**src/rtl/ising_pkg.sv**
```systemverilog
// Shared types and helpers for the checkerboard Ising sweep controller.
// Lattice bits are packed row-major: bit i*L+j holds spin[i][j].
package ising_pkg;

    localparam int L_DEF = 8;

    typedef enum logic [2:0] {
        S_IDLE,
        S_WHITE,
        S_GREY,
        S_SNAP,
        S_STREAM,
        S_DONE
    } state_t;

    function automatic int mag_width(input int l);
        return $clog2(l * l) + 2;
    endfunction

    function automatic int lat_idx(input int i, input int j, input int l);
        return i * l + j;
    endfunction

endpackage

```
**src/rtl/ising_row_popcount.sv**
```systemverilog
// Combinational popcount of one lattice row.
module ising_row_popcount #(
    parameter int L  = 8,
    parameter int CW = $clog2(L + 1)
) (
    input  logic [L-1:0]  bits,
    output logic [CW-1:0] count
);

    always_comb begin
        count = '0;
        for (int j = 0; j < L; j++)
            count = count + CW'(bits[j]);
    end

endmodule

```
**src/rtl/ising_sweep_ctrl.sv**
```systemverilog
// Sweep sequencer, snapshot streamer and magnetization readout.
// Magnetization logic is built only when ISING_MAG_EN is defined.
module ising_sweep_ctrl
    import ising_pkg::*;
#(
    parameter int L       = L_DEF,
    parameter int SWEEP_W = 16,
    parameter int MAG_W   = mag_width(L)
) (
    input  logic                    clk,
    input  logic                    reset,
    input  logic                    start,
    input  logic [SWEEP_W-1:0]      num_sweeps,
    input  logic [L*L-1:0]          lattice_in,
    output logic                    enable_white,
    output logic                    enable_grey,
    output logic                    busy,
    output logic [L-1:0]            row_data,
    output logic [$clog2(L)-1:0]    row_idx,
    output logic                    row_valid,
    input  logic                    row_ready,
    output logic signed [MAG_W-1:0] mag,
    output logic                    mag_valid,
    output logic                    done
);

    localparam int IW = $clog2(L);

    state_t             state;
    state_t             state_nx;
    logic [SWEEP_W-1:0] cnt;
    logic [L*L-1:0]     snap;
    logic               accept;
    logic               last;

    assign accept   = row_valid & row_ready;
    assign last     = accept && (row_idx == IW'(L - 1));
    assign row_data = snap[row_idx * L +: L];

    always_ff @(posedge clk or posedge reset) begin
        if (reset)
            state <= S_IDLE;
        else
            state <= state_nx;
    end

    always_comb begin
        state_nx = state;
        unique case (state)
            S_IDLE:
                if (start)
                    state_nx = (num_sweeps != '0) ? S_WHITE : S_SNAP;
            S_WHITE:  state_nx = S_GREY;
            S_GREY:
                state_nx = (cnt == SWEEP_W'(1)) ? S_SNAP : S_WHITE;
            S_SNAP:   state_nx = S_STREAM;
            S_STREAM: if (last) state_nx = S_DONE;
            S_DONE:   state_nx = S_IDLE;
            default:  state_nx = S_IDLE;
        endcase
    end

    // Outputs are registered from the next state so they align with it.
    always_ff @(posedge clk or posedge reset) begin
        if (reset) begin
            enable_white <= 1'b0;
            enable_grey  <= 1'b0;
            busy         <= 1'b0;
            row_valid    <= 1'b0;
            done         <= 1'b0;
            cnt          <= '0;
            snap         <= '0;
            row_idx      <= '0;
        end else begin
            enable_white <= (state_nx == S_WHITE);
            enable_grey  <= (state_nx == S_GREY);
            row_valid    <= (state_nx == S_STREAM);
            done         <= (state_nx == S_DONE);
            busy         <= (state_nx != S_IDLE);
            if (state == S_IDLE && start)
                cnt <= num_sweeps;
            if (state == S_GREY)
                cnt <= cnt - SWEEP_W'(1);
            if (state == S_SNAP) begin
                snap    <= lattice_in;
                row_idx <= '0;
            end else if (accept) begin
                row_idx <= row_idx + 1'b1;
            end
        end
    end

`ifdef ISING_MAG_EN
    localparam int AW = $clog2(L * L) + 1;
    localparam int CW = $clog2(L + 1);

    logic [AW-1:0] acc;
    logic [AW-1:0] acc_nx;
    logic [CW-1:0] pc;

    ising_row_popcount #(.L(L), .CW(CW)) u_pc (
        .bits  (row_data),
        .count (pc)
    );

    assign acc_nx = acc + AW'(pc);

    always_ff @(posedge clk or posedge reset) begin
        if (reset) begin
            acc       <= '0;
            mag       <= '0;
            mag_valid <= 1'b0;
        end else begin
            if (state == S_IDLE && start)
                mag_valid <= 1'b0;
            if (state == S_SNAP)
                acc <= '0;
            else if (accept)
                acc <= acc_nx;
            if (last) begin
                mag       <= MAG_W'({acc_nx, 1'b0}) - MAG_W'(L * L);
                mag_valid <= 1'b1;
            end
        end
    end
`else
    assign mag       = '0;
    assign mag_valid = 1'b0;
`endif

endmodule

```
**config.mk**
```make
export PLATFORM = sky130hd
export DESIGN_NAME = ising_sweep_ctrl
export DESIGN_NICKNAME = d
export VERILOG_FILES = /design/src/rtl/ising_pkg.sv /design/src/rtl/ising_row_popcount.sv /design/src/rtl/ising_sweep_ctrl.sv
export SDC_FILE = /design/constraint.sdc
export NUM_CORES = 1
export LEC_CHECK = 0
export CORE_ASPECT_RATIO = 0.5
export CORE_MARGIN = 2
export CORE_UTILIZATION = 40
export DETAILED_ROUTE_END_ITERATION = 16
export GPL_TIMING_DRIVEN = 0
export PLACE_DENSITY_LB_ADDON = 0.15
export SETUP_SLACK_MARGIN = 0.05
export SYNTH_ARGS = -nofsm -noshare
export SYNTH_HDL_FRONTEND = slang
export SYNTH_SLANG_ARGS = --single-unit
```
**constraint.sdc**
```tcl
create_clock -name clk -period 3.61 [get_ports clk]
set_input_delay 0.361 -clock clk [delete_from_list [all_inputs] [get_ports clk]]
set_output_delay 0.361 -clock clk [all_outputs]
set_load 0.1 [all_outputs]
```
# ---- Word level (Yosys, flattened, before mapping)
# Index checks and enable logic that the tools add are counted.
# W data, S select, Z words.
dict set report word_totals {
  ff_bits 91
  in_bits 84
  output_inout_bits 25
  elab_cells 39
}
dict set report classes {
  add_sub_neg 2
  n_eq_ne 10
  shifts 1
  n_mux 9
  n_bitwise 1
  reduce_logical 7
}
# op n
set ops {}
lappend ops {{$shiftx A64 B7 Y8} 1}
lappend ops {{$mux W16} 2}
lappend ops {{$eq A16 B1 Y1 const B} 1}
lappend ops {{$reduce_bool A16 Y1} 1}
lappend ops {{$sub A16 B1 Y16 const B} 1}
lappend ops {{$pmux W3 S5} 1}
lappend ops {{$eq A3 B3 Y1 const B} 4}
lappend ops {{$mux W3} 4}
lappend ops {{$eq A3 B2 Y1 const B} 3}
lappend ops {{$eq A3 B1 Y1 const B} 2}
lappend ops {{$mux W2} 2}
lappend ops {{$reduce_bool A2 Y1} 2}
lappend ops {{$add A3 B1 Y3 const B} 1}
lappend ops {{$logic_not A3 Y1} 1}
lappend ops {{$reduce_bool A3 Y1} 1}
lappend ops {{$logic_and A1 B1 Y1} 2}
lappend ops {{$and A1 B1 Y1} 1}

# ---- Longest topological paths before layout
dict set report logic_depth {
  ltp_word 5
  ltp_mapped 7
  depth_no_buf 7
}

# ---- Worst setup path after synthesis
# No wires, ideal clock.
dict set report synth_timing {
  kind {register to output}
  from {register row_idx[0]}
  to {output row_data[0]}
  arrival_ps 2633
  required_time_ps 3249
  path_slack_ps 616
  path_stages_with_launch 5
  cell_sequence {dfrtp_1 > buf_2 > buf_2 > mux4_2 > mux2_2}
}
dict set report synth_between {
  elab_chain_len 1
}
# element line_no
set synth_lines {}
lappend synth_lines {{start, declared} ising_sweep_ctrl.sv:19} ;# output logic [$clog2(L)-1:0] row_idx,
lappend synth_lines {{start signal, assigned} ising_sweep_ctrl.sv:88} ;# row_idx <= row_idx + 1'b1;
lappend synth_lines {{$shiftx A64 B7 Y8} ising_sweep_ctrl.sv:38} ;# assign row_data = snap[row_idx * L +: L];
lappend synth_lines {{end, declared} ising_sweep_ctrl.sv:18} ;# output logic [L-1:0] row_data,
# Every way passes these cells.

# ---- Worst setup path in the final report
dict set report layout_timing {
  from {register row_idx[1]}
  to {output row_data[1]}
}
# The elaborated chain is that of the path after synthesis.

==> results.md <==
- Placed Cells: 745
- DP Area: between 5000 and 6000 sq um
- Crit path DAT: about 2800 ps
- Yosys reg bits: 91
- Routed Antenna Nets: 0
- Clk pin slew, worst setup/hold paths: approximately 70 ps
- Post-Syn Area per Cell: 9.16 sq um
- Worst-Margin Slew: about 980 ps
- IO Pins: 109
- Critical Path Fanout Max: 10
- CP endpoint kind: primary output
- Worst path max stage delay: between 500 and 600 ps
- Gate power share: 51.1%
- Final-report max-slew violation count: 0
- Synth Instances: a little under 500
- Vias in the first global route: around 3800
- FP Rows: 27
- Pin count of the biggest net entering global routing: 67
- DRT iter0 DRCs: between 200 and 250
- Status: completed
- Initial antenna violation count: 0
- CP cell instances: clkbuf_1, buf_1, mux4_2, mux2_2, clkbuf_2
- Chip width: 154 um
- H-tree depth: 3
- Commonest non-fill, non-tap cell in the layout: nand2_1
- R2R Setup Slk: 1310 ps
- Drt pass-1 iters: 4
- WP data required: between 3000 and 4000 ps
- Die area: between 10000 and 15000 sq um
- CP top delay family: buffers and inverters
- Die H: around 79 um
- RSZ-0062 raised after global routing: false
- Clock Latency Late Sink: approximately 350 ps
- F_max: ~310 MHz
- PwrDens: roughly 950 nW/um^2
- Number of max-cap violations: 0
- Detailed placement HPWL: approximately 8.4 mm
- Final TNS setup: 0 ps
- GRT Overall Usage: between 20% and 30%
- # diodes: 0
- GRT overflow: 0
- Post-cts hold buffer count: 0
- Routability cong.: around 0.82
- Distinct cells, synth: 43
- Final hold vios: 0
- Netlist Area Pre-Place: between 4000 and 5000 sq um
- Setup violators final: 0
- Crit path kind: reg -> out
- First-pass GRT wire length: around 19 mm
- P_sw: 2.69 mW
- I/O Buffers: 99
- Crit path buffers/inverters: 3
- Relative slew slack: between 30% and 40%
- Flop pwr share: 31.9%
- Fin area: 6000 sq um
- Share of layout cells above drive strength 1: a little under an eighth
- CORE AREA: between 10000 and 15000 sq um
- Root Buffer: clkbuf_16
- FILL cells: 1044
- Via total after detailed routing: about 3800
- Area growth from synthesis to layout: 33.2%
- Hold Path Class: in -> async
- Asr flop ratio synth: 100%
- TritonCTS clock tree: done
- Postcts setup bufs: 0
- # nets final: 699
- Remaining DRCs: 0
- Routed WL per cell: roughly 16 um
- Vias per inst: ~5.0
- CP startpoint kind: register
- Routed wire length: between 10 and 15 mm
- Clock Power Share: around 17%
- Max clock buf depth: 2
- VDD IR-drop max: slightly above 0.4 mV
- Synthesis Warnings: 0
- Initial Util: 41.0%
- CTS Buf Count: 9
- Leakage: 2.74 nW
- Switching portion of total power: a little under half
- Seq/Total Area, Yosys: around 51%
- Finished Layout Cells: ~760
- Minimum clock period after layout: 3180 ps
- Most frequent cells in the layout: 209 x nand2_1, 91 x dfrtp_1, 91 x clkdlybuf4s50_1
- Slowest CP cell: buf_1
- Fin util: a little over half
- Top FF cell, synth: dfrtp_1
- Clock skew: roughly 7.0 ps
- Post-synth EDFFs: 0
- Tcrit/Tclk final: a little under 90%
- Int Power: around 3.0 mW
- Total clock sinks: just over 90
[cell families (layout without fill, tap and decap cells)]
| group | count (synthesis) | after routing | share of synthesized area, % |
|---|---|---|---|
| compound gates | 43 | 43 | 6.22 |
| xor+xnor | 5 | 5 | 0.972 |
| fa+ha+maj | 4 | 4 | 1.11 |
| buf+inv | 42 | 158 | 4.50 |
| flops | 91 | 91 | 50.5 |
| mux | 29 | 29 | 11.1 |
| other cells | 1 | 9 | 0.0832 |
| simple gates | 277 | 277 | 25.5 |
[registers in the layout, indices dropped and copies added, names as in the netlist]
signal,count
snap,64
cnt,16
row_idx,3
state,3
busy,1
done,1
enable_grey,1
enable_white,1
row_valid,1
[power by group through the flow]
| stage | clock [mW] | combinational [mW] | sequential [mW] |
|---|---|---|---|
| floorplan | 0 | 2.09 | 1.97 |
| global placement | 0 | 2.98 | 1.81 |
| detailed placement | 0 | 3.02 | 1.82 |
| CTS | 0.989 | 2.95 | 1.81 |
| global route | 1.03 | 3.16 | 1.88 |
| finish | 0.972 | 2.91 | 1.81 |
[final cells by class]
class                           count  area, sq um  share of cell area [%]
Timing Repair Buffer              100          978                    16.3
Inverter                            4         17.5                   0.292
Clock inverter                      6         65.1                    1.08
Tap cell                          145          181                    3.02
Clock buffer                       10          239                    3.98
Multi-Input combinational cell    367         2060                    34.3
Buffer                             38          188                    3.13
Sequential cell                    91         2280                    37.9
[cells in the mapped netlist (all sizes together) (3+ instances only)]
cell / count / area (sq um)
a221oi: 3 / 32.5
nor3: 7 / 46.3
or2: 3 / 18.8
o21ai: 9 / 45.0
nor4: 7 / 43.8
a21oi: 15 / 75.1
mux2: 8 / 90.1
mux4: 16 / 360
xnor2: 4 / 35.0
nand2: 209 / 785
inv: 4 / 15.0
ha: 4 / 50.1
or3: 4 / 25.0
nand3: 5 / 25.0
clkbuf: 18 / 67.6
mux2i: 5 / 50.1
nor2: 28 / 105
o22ai: 6 / 37.5
dfrtp: 91 / 2280
nor3b: 5 / 37.5
buf: 20 / 120
[path summary, 6_finish.rpt]
path / from / to / depth (start not counted)
max: row_idx[1] / row_data[1] / 5
min: reset / cnt[10] / 2
max reg2reg: state[2] / cnt[12] / 6
min reg2reg: snap[42] / snap[42] / 2
max in group asynchronous: reset / snap[22] / 3
min in group clk: snap[42] / snap[42] / 2
[per-stage QoR]
stage | hold WS [ps] | power (mW) | setup slack (ps)
2_1_floorplan | 440 | 4.06 | 616
3_3_place_gp | 454 | 4.79 | -670
3_5_place_dp | 458 | 4.84 | 185
4_1_cts | 356 | 5.75 | 129
5_1_grt | 407 | 6.07 | 266
6_report | 350 | 5.70 | 431
[timing repair]
item	4_1_cts	5_1_grt
resized for setup	8	16
pin swaps	0	0
endpoints found under the setup margin	8	8
[layer usage]
metal	track usage, %	part of all wire (%)
met5	0	0
met4	4.49	0.81
met3	6.44	5.7
met2	36.0	48
met1	26.9	46
Note: power is estimated with default switching activity, not from simulation.
